<file path="config.mk">
export PLATFORM = sky130hd
export DESIGN_NAME = half_adder_lanes
export DESIGN_NICKNAME = d
export VERILOG_FILES = /design/src/rtl/half_adder_lanes.sv
export SDC_FILE = /design/constraint.sdc
export NUM_CORES = 1
export LEC_CHECK = 0
export BUFFER_PORTS_ARGS = -buffer_cell sky130_fd_sc_hd__buf_2
export CAP_MARGIN = 5
export CORE_AREA = 4 4 41 43
export CTS_CLUSTER_SIZE = 30
export DETAILED_ROUTE_END_ITERATION = 6
export DIE_AREA = 0 0 45 47
export PLACE_DENSITY = 0.76
export SLEW_MARGIN = 0
export SYNTH_ARGS = -nofsm -noshare
export SYNTH_HDL_FRONTEND = slang
export SYNTH_SLANG_ARGS = --single-unit
</file>
<file path="constraint.sdc">
create_clock -name i_clk -period 2 [get_ports i_clk]
set_clock_uncertainty 0.05 [all_clocks]
set_input_delay 0.4 -clock i_clk [delete_from_list [all_inputs] [get_ports i_clk]]
set_output_delay 0.4 -clock i_clk [all_outputs]
set_load 0.005 [all_outputs]
</file>
<file path="src/rtl/half_adder_lanes.sv">
// -----------------------------------------------------------------------------
// half_adder_lanes
//
// Registered multi-lane half adder. Each lane computes its own sum and carry
// with no dependence on other lanes:
//   s = a ^ b
//   c = a & b
// The block is a bit-parallel sum/carry generation stage that feeds adder and
// compressor trees. A saturating counter records how many accepted vectors
// produced a carry in at least one lane. This counter is intended for debug.
//
// Parameters
//   WIDTH        number of independent half-adder lanes (>= 1)
//   CNT_W        width of the carry-event counter (>= 1)
//
// Ports
//   i_clk        clock; all state updates on the rising edge
//   i_rst        asynchronous, active-high reset; clears all state
//   i_valid      input vector is valid this cycle
//   i_a, i_b     operands, one bit per lane
//   i_clr        synchronous clear of o_carry_cnt; takes priority over increment
//   o_valid      o_s/o_c hold a freshly computed result this cycle
//   o_s, o_c     per-lane sum and carry, one cycle after acceptance
//   o_carry_cnt  saturating count of accepted vectors with any lane carry
// -----------------------------------------------------------------------------
module half_adder_lanes #(
  parameter int WIDTH = 1,
  parameter int CNT_W = 8
) (
  input  logic             i_clk,
  input  logic             i_rst,
  input  logic             i_valid,
  input  logic [WIDTH-1:0] i_a,
  input  logic [WIDTH-1:0] i_b,
  input  logic             i_clr,
  output logic             o_valid,
  output logic [WIDTH-1:0] o_s,
  output logic [WIDTH-1:0] o_c,
  output logic [CNT_W-1:0] o_carry_cnt
);

  // Increment that holds at all-ones instead of wrapping to zero.
  function automatic logic [CNT_W-1:0] sat_inc(input logic [CNT_W-1:0] v);
    return (&v) ? v : v + CNT_W'(1);
  endfunction

  // Stage p0: combinational lane logic on the raw inputs.
  logic [WIDTH-1:0] s_p0;
  logic [WIDTH-1:0] c_p0;
  logic             carry_hit_p0;

  always_comb begin
    s_p0         = i_a ^ i_b;
    c_p0         = i_a & i_b;
    carry_hit_p0 = i_valid & (|c_p0);
  end

  // Stage p1: registered results, valid and carry-event counter.
  logic             vld_p1;
  logic [WIDTH-1:0] s_p1;
  logic [WIDTH-1:0] c_p1;
  logic [CNT_W-1:0] cnt_p1;

  // The result registers are also reset. Reset must drive the outputs to a
  // known zero, and it must do so without waiting for a clock edge.
  // The result registers load only when i_valid is high. This makes them hold
  // their value between vectors, and it keeps undriven operands from affecting
  // them.
  always_ff @(posedge i_clk or posedge i_rst) begin
    if (i_rst) begin
      vld_p1 <= 1'b0;
      s_p1   <= '0;
      c_p1   <= '0;
      cnt_p1 <= '0;
    end else begin
      vld_p1 <= i_valid;
      if (i_valid) begin
        s_p1 <= s_p0;
        c_p1 <= c_p0;
      end
      if (i_clr) begin
        cnt_p1 <= '0;
      end else if (carry_hit_p0) begin
        cnt_p1 <= sat_inc(cnt_p1);
      end
    end
  end

  assign o_valid     = vld_p1;
  assign o_s         = s_p1;
  assign o_c         = c_p1;
  assign o_carry_cnt = cnt_p1;

endmodule

</file>
==> results of run 1 <==
-- layout make-up --
| cell class | instances | share of cell area (%) |
|---|---|---|
| tap | 15 | 2.65 |
| sequential | 11 | 38.9 |
| inverter | 3 | 1.59 |
| timing repair buffer | 16 | 11.3 |
| clock buffer | 4 | 3.71 |
| multi-input combinational | 38 | 41.9 |
-- stage by stage --
step / instances / setup slack, ps
floorplan: 54 / 407
global placement: 83 / 386
detailed placement: 83 / 338
CTS: 87 / 330
global route: 87 / 256
finish: 87 / 320
-- Yosys cell counts (2+ instances only) --
cell type  number
and3_1          2
inv_1           3
nor2_1          3
ha_1            2
dfrtp_1        11
nand2b_1        2
a311oi_1        2
a211oi_1        3
nand2_1         3
a21oi_1         5
and4_2          2
-- worst max-delay path, stage by stage, from the launching register on --
cell	delay [ps]
dfrtp_1	460
ha_1	270
and4_2	280
a21oi_2	200
mux2_4	310
-- report_power, final --
part,internal [mW],switching [mW],total (mW)
combinational,0.0170,0.0199,0.0368
sequential,0.229,0.00486,0.234
clock,0.0774,0.0751,0.152
-- sequential cells by signal (all words and copies together) (netlist names) --
| name | flops |
|---|---|
| o_carry_cnt | 8 |
| o_c | 1 |
| o_valid | 1 |
| o_s | 1 |
-- per-layer routing --
layer  global-route usage, %  vias up  wire length (um)
met3                    5.75        5                83
met5                       0        -                 0
li1                        -      241                 -
met4                    9.36        0                30
met1                    16.4      235               510
met2                    21.2       16               539
-- cell families after synthesis --
kind of cell | Yosys count | synth area share [%]
simple gates | 17 | 18.6
compound gates | 16 | 20.7
fa+ha+maj | 2 | 4.18
buf+inv | 5 | 4.39
flops | 11 | 46.0
mux | 3 | 6.07
-- worst min path at each step --
stage | from | end | slack [ps]
5_1_grt | i_rst | o_valid$_DFF_PP0_ | 90
3_5_place_dp | i_rst | o_valid$_DFF_PP0_ | 360
4_1_cts | i_rst | o_carry_cnt[5]$_DFFE_PP0P_ | 60
3_3_place_gp | i_rst | o_carry_cnt[2]$_DFFE_PP0P_ | 360
2_1_floorplan | i_rst | o_c$_DFFE_PP0P_ | 200
6_report | i_rst | o_c$_DFFE_PP0P_ | 60
==> results.yml, run 1 <==
status:
  status: "finished, final reports clean"
yosys:
  netlist_area_um2: 598
  postSynthAreaPerCell_um2: 11.1
  yosys_warnings: 0
  async_reset_ff_share_pct: 100
  syn_nets: 62
  synthFlopType: "dfrtp_1"
  syn_inst: 54
  synth.distinct_cells: 27
  ys_ff_latch: 11
  synth_edf_count: 0
  yosysTopAreaCellShare_pct: 46.0
  synth_area_leaders: "dfrtp_1 (46%), a21oi_1 (4.2%), ha_1 (4.2%)"
  yosysTopAreaCell: "dfrtp_1"
  ys_seq_area_share_pct: 46.0
drt:
  dr.first_iter.drc_count: 5
  dr.pass1.iters: 4
  wl_um: 1160
  drtAntennaViolNets: 0
  wl_per_cell_um: 13.4
  vias_per_cell: 5.71
  vias: 497
  drc_errors: 0
clocking:
  clock_path_buffers: 2
  cts-root-buf: "clkbuf_4"
  ctsResizeCount: 0
  cts_tree: "done"
  insertion_delay_ps: 270
  htreeDepth: 1
  holdBufCountCts: 0
  clk_pin_slew_worst_paths_ps: 70
  cts_buffers: 3
  clock-sinks: 11
  post_cts_buffers: 0
cells_and_area:
  final_common_cell: "buf_2"
  register_area_um2: 275
  multi_input_area_um2: 297
  drive_gt1_share_pct: 38.9
  layout_common_cells: "buf_2 (16), dfrtp_1 (11), a21oi_1 (5)"
  final_cell_area_um2: 708
  nFillCells: 132
  diodes: 0
  finish.net_count: 81
  area_delta_synth_final_pct: 18.4
  fin_util_pct: 54.4
job:
  cap_violations: 0
setup_path:
  critPathCapture: "o_carry_cnt[0]$_DFFE_PP0P_"
  crit_required_ps: 2110
  cp-start-kind: "register"
  reg2reg_setup_slack_ps: 320
  arrival_ps: 1790
  end_kind: "register"
  cp-startpoint: "o_carry_cnt[0]$_DFFE_PP0P_"
  crit-reg2reg-launch: "o_carry_cnt[0]$_DFFE_PP0P_"
  cp_max_fo: 7
  worstSetupPathType: "register to register"
  r2r_cells: 4
  rr_endpoint: "o_carry_cnt[0]$_DFFE_PP0P_"
floorplanning:
  coreArea_mm2: 0.00130
  start_util_pct: 46.0
  dieWidth_um: 45
  die_y_um: 47
  row_count: 13
  io_pins: 17
  dieArea_mm2: 0.00212
timing:
  finalSetupViolations: 0
  min_period_ps: 1680
  grt_setup_unrepaired: "false"
  fmax_mhz: 595
  fin_tns_setup_ps: 0
  hold_viol: 0
  whs_ps: 55.4
  finalCritPeriodShare_pct: 84.0
  worstMarginPinSlew_ps: 426
  slew_violations: 0
  max_slew_margin_pct: 71.6
global_routing:
  grt_pass1_wl_um: 2010
  grt.total_usage_pct: 14.0
  grt_pass1_vias: 454
  grt_overflow: 0
  grt_antenna_before_repair: 0
  grt_max_degree: 12
placed_design:
  globalplace.congestion: 0.867
  numPortBuffers: 16
  hpwl_um: 868
  postPlaceCellArea_um2: 682
min_path:
  hp-class: "input pin to asynchronous set/reset pin"
pwr:
  fin_total_pwr_uw: 424
  leakage_nw: 0.341
  ir_drop_uv: 341
  p_per_area_mw_per_mm2: 598
Power figures use the tool's default switching activity.
==> run 2: changes to the inputs <==
==> constraint.sdc (replaced) <==
create_clock -name i_clk -period 1.7 [get_ports i_clk]
set_clock_uncertainty 0.05 [all_clocks]
set_input_delay 0.34 -clock i_clk [delete_from_list [all_inputs] [get_ports i_clk]]
set_output_delay 0.34 -clock i_clk [all_outputs]
set_load 0.005 [all_outputs]
==> results.yml, run 2 (same netlist as run 1, synthesis figures left out) <==
drt:
  vias_per_cell: 5.66
  dr.first_iter.drc_count: 4
  drc_errors: 0
  drtAntennaViolNets: 0
  dr.pass1.iters: 2
  wl_um: 1240
  vias: 504
  wl_per_cell_um: 13.9
cells_and_area:
  finish.net_count: 83
  layout.cells.non_filler: 89
  area_delta_synth_final_pct: 20.9
  drive_gt1_share_pct: 40.5
  final_common_cell: "buf_2"
  largest_reg_flops: 8
  layout_common_cells: "buf_2 (16), dfrtp_1 (11), a21oi_1 (5)"
  diodes: 0
clocking:
  post_cts_buffers: 0
  cts_buffers: 3
  holdBufCountCts: 0
  clk_pin_slew_worst_paths_ps: 70
  htreeDepth: 1
  insertion_delay_ps: 270
  clock-sinks: 11
  clock_path_buffers: 2
  ctsResizeCount: 0
  cts-root-buf: "clkbuf_4"
  cts_tree: "done"
timing:
  whs_ps: -3.37
  min_period_ps: 1620
  finalSetupViolations: 0
  grt_setup_unrepaired: "false"
  max_slew_margin_pct: 71.6
  hold_viol: 6
  worstMarginPinSlew_ps: 426
  finalCritPeriodShare_pct: 95.5
  fin_tns_setup_ps: 0
  fmax_mhz: 616
  slew_violations: 0
setup_path:
  crit-reg2reg-launch: "o_carry_cnt[1]$_DFFE_PP0P_"
  arrival_ps: 1740
  cp_max_fo: 5
  worstSetupPathType: "register to register"
  crit_required_ps: 1810
  cp-startpoint: "o_carry_cnt[1]$_DFFE_PP0P_"
  cp-start-kind: "register"
  r2r_cells: 4
  end_kind: "register"
floorplanning:
  coreArea_mm2: 0.00130
  dieArea_mm2: 0.00212
  dieWidth_um: 45
  start_util_pct: 46.0
  die_y_um: 47
  io_pins: 17
  row_count: 13
global_routing:
  grt_pass1_wl_um: 2130
  grt_antenna_before_repair: 0
  grt_max_degree: 12
  grt_overflow: 0
  grt_pass1_vias: 471
  grt.total_usage_pct: 14.1
pwr:
  leakage_nw: 0.352
  ir_drop_uv: 416
  p_per_area_mw_per_mm2: 697
placed_design:
  globalplace.congestion: 0.829
  dpl.cell_count: 85
  numPortBuffers: 16
  hpwl_um: 941
job:
  cap_violations: 0
status:
  violations: "hold timing"
  status: "complete, but fails checks"
min_path:
  hp-class: "input pin to asynchronous set/reset pin"
-- run 2: layout make-up --
| type | count | area [um^2] |
|---|---|---|
| clock buffer | 4 | 26.3 |
| inverter | 3 | 11.3 |
| tap | 15 | 18.8 |
| fill | 131 | 578 |
| sequential | 11 | 275 |
| timing repair buffer | 18 | 95.1 |
| multi-input combinational | 38 | 297 |
-- run 2: worst paths after layout --
| check | end | slack, ps |
|---|---|---|
| min reg2reg | o_s$_DFFE_PP0P_ | 460 |
| max reg2reg | o_carry_cnt[0]$_DFFE_PP0P_ | 80 |
| max | o_carry_cnt[0]$_DFFE_PP0P_ | 80 |
| max in group asynchronous | o_carry_cnt[1]$_DFFE_PP0P_ | 1300 |
| min in group i_clk | o_valid$_DFF_PP0_ | 210 |
| min | o_carry_cnt[2]$_DFFE_PP0P_ | -3 |
-- run 2: per-layer routing --
metal / global-route usage, % / vias to the layer above / wire length [um] / share of wire [%]
li1: - / 247 / - / -
met1: 18.1 / 240 / 585 / 47
met2: 22.0 / 12 / 558 / 45
met3: 3.83 / 5 / 65 / 5.2
met4: 7.02 / 0 / 31 / 2.5
met5: 0 / - / 0 / 0
-- run 2: power breakdown --
part           internal (mW)  total, mW  switching [mW]
Sequential             0.270      0.273         0.00373
Combinational         0.0217     0.0479          0.0263
Clock                 0.0909      0.183          0.0918
-- run 2: through the flow --
step / hold slack, ps / power [mW] / setup slack (ps) / cell area, um^2 / utilization (%)
floorplan: 142 / 0.304 / 107 / 598 / -
global placement: 299 / 0.326 / 144 / 697 / 53.6
detailed placement: 309 / 0.327 / 82.6 / 697 / 53.6
CTS: 19.8 / 0.506 / 73.6 / 723 / 55.6
global route: 30.0 / 0.532 / 1.55 / 723 / 55.6
finish: -3.37 / 0.504 / 75.7 / 723 / 55.6
-- run 2: worst max-delay path: stages (launching register included) --
cell and delay [ps]:
dfrtp_1 420, ha_1 240, and4_2 280, a21oi_2 210, mux2_4 320
==> run 3: changes to the inputs <==
--- a/config.mk
+++ b/config.mk
@@ -8,6 +8,7 @@
 export BUFFER_PORTS_ARGS = -buffer_cell sky130_fd_sc_hd__buf_2
 export CAP_MARGIN = 5
 export CORE_AREA = 4 4 41 43
+export CTS_BUF_LIST = sky130_fd_sc_hd__clkbuf_4
 export CTS_CLUSTER_SIZE = 30
 export DETAILED_ROUTE_END_ITERATION = 6
 export DIE_AREA = 0 0 45 47
==> results.yml, run 3 (same netlist as run 1, synthesis figures left out) <==
cells_and_area:
  final_common_cell: "buf_2"
  layout_common_cells: "buf_2 (16), dfrtp_1 (11), a21oi_1 (5)"
  finish.net_count: 83
  area_delta_synth_final_pct: 21.5
  diodes: 0
  largest_reg_flops: 8
  register_area_um2: 275
  nFillCells: 129
  drive_gt1_share_pct: 41.9
  fin_util_pct: 55.9
  multi_input_area_um2: 297
timing:
  fmax_mhz: 616
  fin_tns_setup_ps: 0
  worstMarginPinSlew_ps: 421
  finalCritPeriodShare_pct: 95.4
  whs_ps: -5.48
  min_period_ps: 1620
  grt_setup_unrepaired: "false"
  finalSetupViolations: 0
  slew_violations: 0
  hold_viol: 6
  max_slew_margin_pct: 71.9
global_routing:
  grt_antenna_before_repair: 0
  grt_max_degree: 12
  grt_pass1_vias: 471
  grt.total_usage_pct: 14.1
  grt_overflow: 0
  grt_pass1_wl_um: 2130
drt:
  vias_per_cell: 5.67
  wl_um: 1240
  dr.first_iter.drc_count: 4
  wl_per_cell_um: 13.9
  drtAntennaViolNets: 0
  dr.pass1.iters: 2
  drc_errors: 0
  vias: 505
setup_path:
  cp_top_family: "flip-flops"
  worstSetupPathType: "register to register"
  arrival_ps: 1730
  end_kind: "register"
  critPathSlowestCell: "dfrtp_1"
  path_cells: "ha_1 -> and4_2 -> a21oi_2 -> mux2_4"
  critPathBufInv: 0
  cp_max_fo: 5
  max_stage_delay_ps: 420
  cp-start-kind: "register"
  crit_required_ps: 1810
clocking:
  insertion_delay_ps: 270
  ctsResizeCount: 0
  holdBufCountCts: 0
  post_cts_buffers: 0
  cts_buffers: 3
  htreeDepth: 1
  clk_pin_slew_worst_paths_ps: 70
  cts-root-buf: "clkbuf_4"
  clock-sinks: 11
  clock_path_buffers: 2
  cts_tree: "done"
job:
  cap_violations: 0
status:
  violations: "hold timing"
  status: "complete, but fails checks"
min_path:
  hp-class: "input pin to asynchronous set/reset pin"
floorplanning:
  io_pins: 17
  start_util_pct: 46.0
  row_count: 13
  coreArea_mm2: 0.00130
  die_y_um: 47
  dieArea_mm2: 0.00212
  dieWidth_um: 45
placed_design:
  hpwl_um: 941
  globalplace.congestion: 0.829
  numPortBuffers: 16
pwr:
  p_per_area_mw_per_mm2: 714
  fin_total_pwr_uw: 519
  leakage_nw: 0.356
  ir_drop_uv: 417
-- run 3: cell types whose count changed in the layout (fill, tap and decap cells not counted) --
| cell | before | now |
|---|---|---|
| clkbuf_1 | 1 | 0 |
| clkbuf_4 | 3 | 4 |
-- run 3: power by group --
part / total (mW) / switching, mW / internal [mW]
registers: 0.273 / 0.00374 / 0.270
clock network: 0.198 / 0.0907 / 0.107
logic: 0.0478 / 0.0262 / 0.0217
-- run 3: worst paths after layout --
kind	start	slack [ps]	cells past startpoint	to
worst max register to register	o_carry_cnt[1]$_DFFE_PP0P_	80	4	o_carry_cnt[0]$_DFFE_PP0P_
max in group asynchronous	i_rst	1310	2	o_carry_cnt[1]$_DFFE_PP0P_
worst min register to register	o_s$_DFFE_PP0P_	460	1	o_s$_DFFE_PP0P_
min in group i_clk	i_valid	220	1	o_valid$_DFF_PP0_
worst min-delay path	i_rst	-5	2	o_carry_cnt[2]$_DFFE_PP0P_
worst max-delay path	o_carry_cnt[1]$_DFFE_PP0P_	80	4	o_carry_cnt[0]$_DFFE_PP0P_
-- run 3: per-stage QoR --
stage                     worst slack [ps]  cells  instance area, um^2
after floorplan                        107     54                  598
after global placement                 144     85                  697
after detailed placement              82.6     85                  697
after CTS                             73.2     89                  727
after global routing                  1.71     89                  727
final                                 77.4     89                  727
-- run 3: worst register-to-register path, stage by stage, from the launching register on --
cell and delay, ps:
dfrtp_1 420, ha_1 240, and4_2 280, a21oi_2 210
mux2_4 320
-- run 3: metal layers --
layer	wire length (um)	track usage [%]
met4	31	7.02
met3	65	3.83
met2	558	22.0
met5	0	0
met1	581	18.1
-- run 3: layout make-up --
| cell class | count | area share, % |
|---|---|---|
| well taps | 15 | 2.58 |
| clock buffers | 4 | 4.13 |
| inverters | 3 | 1.55 |
| multi-input cells | 38 | 40.8 |
| repair buffers | 18 | 13.1 |
| flip-flops and latches | 11 | 37.9 |
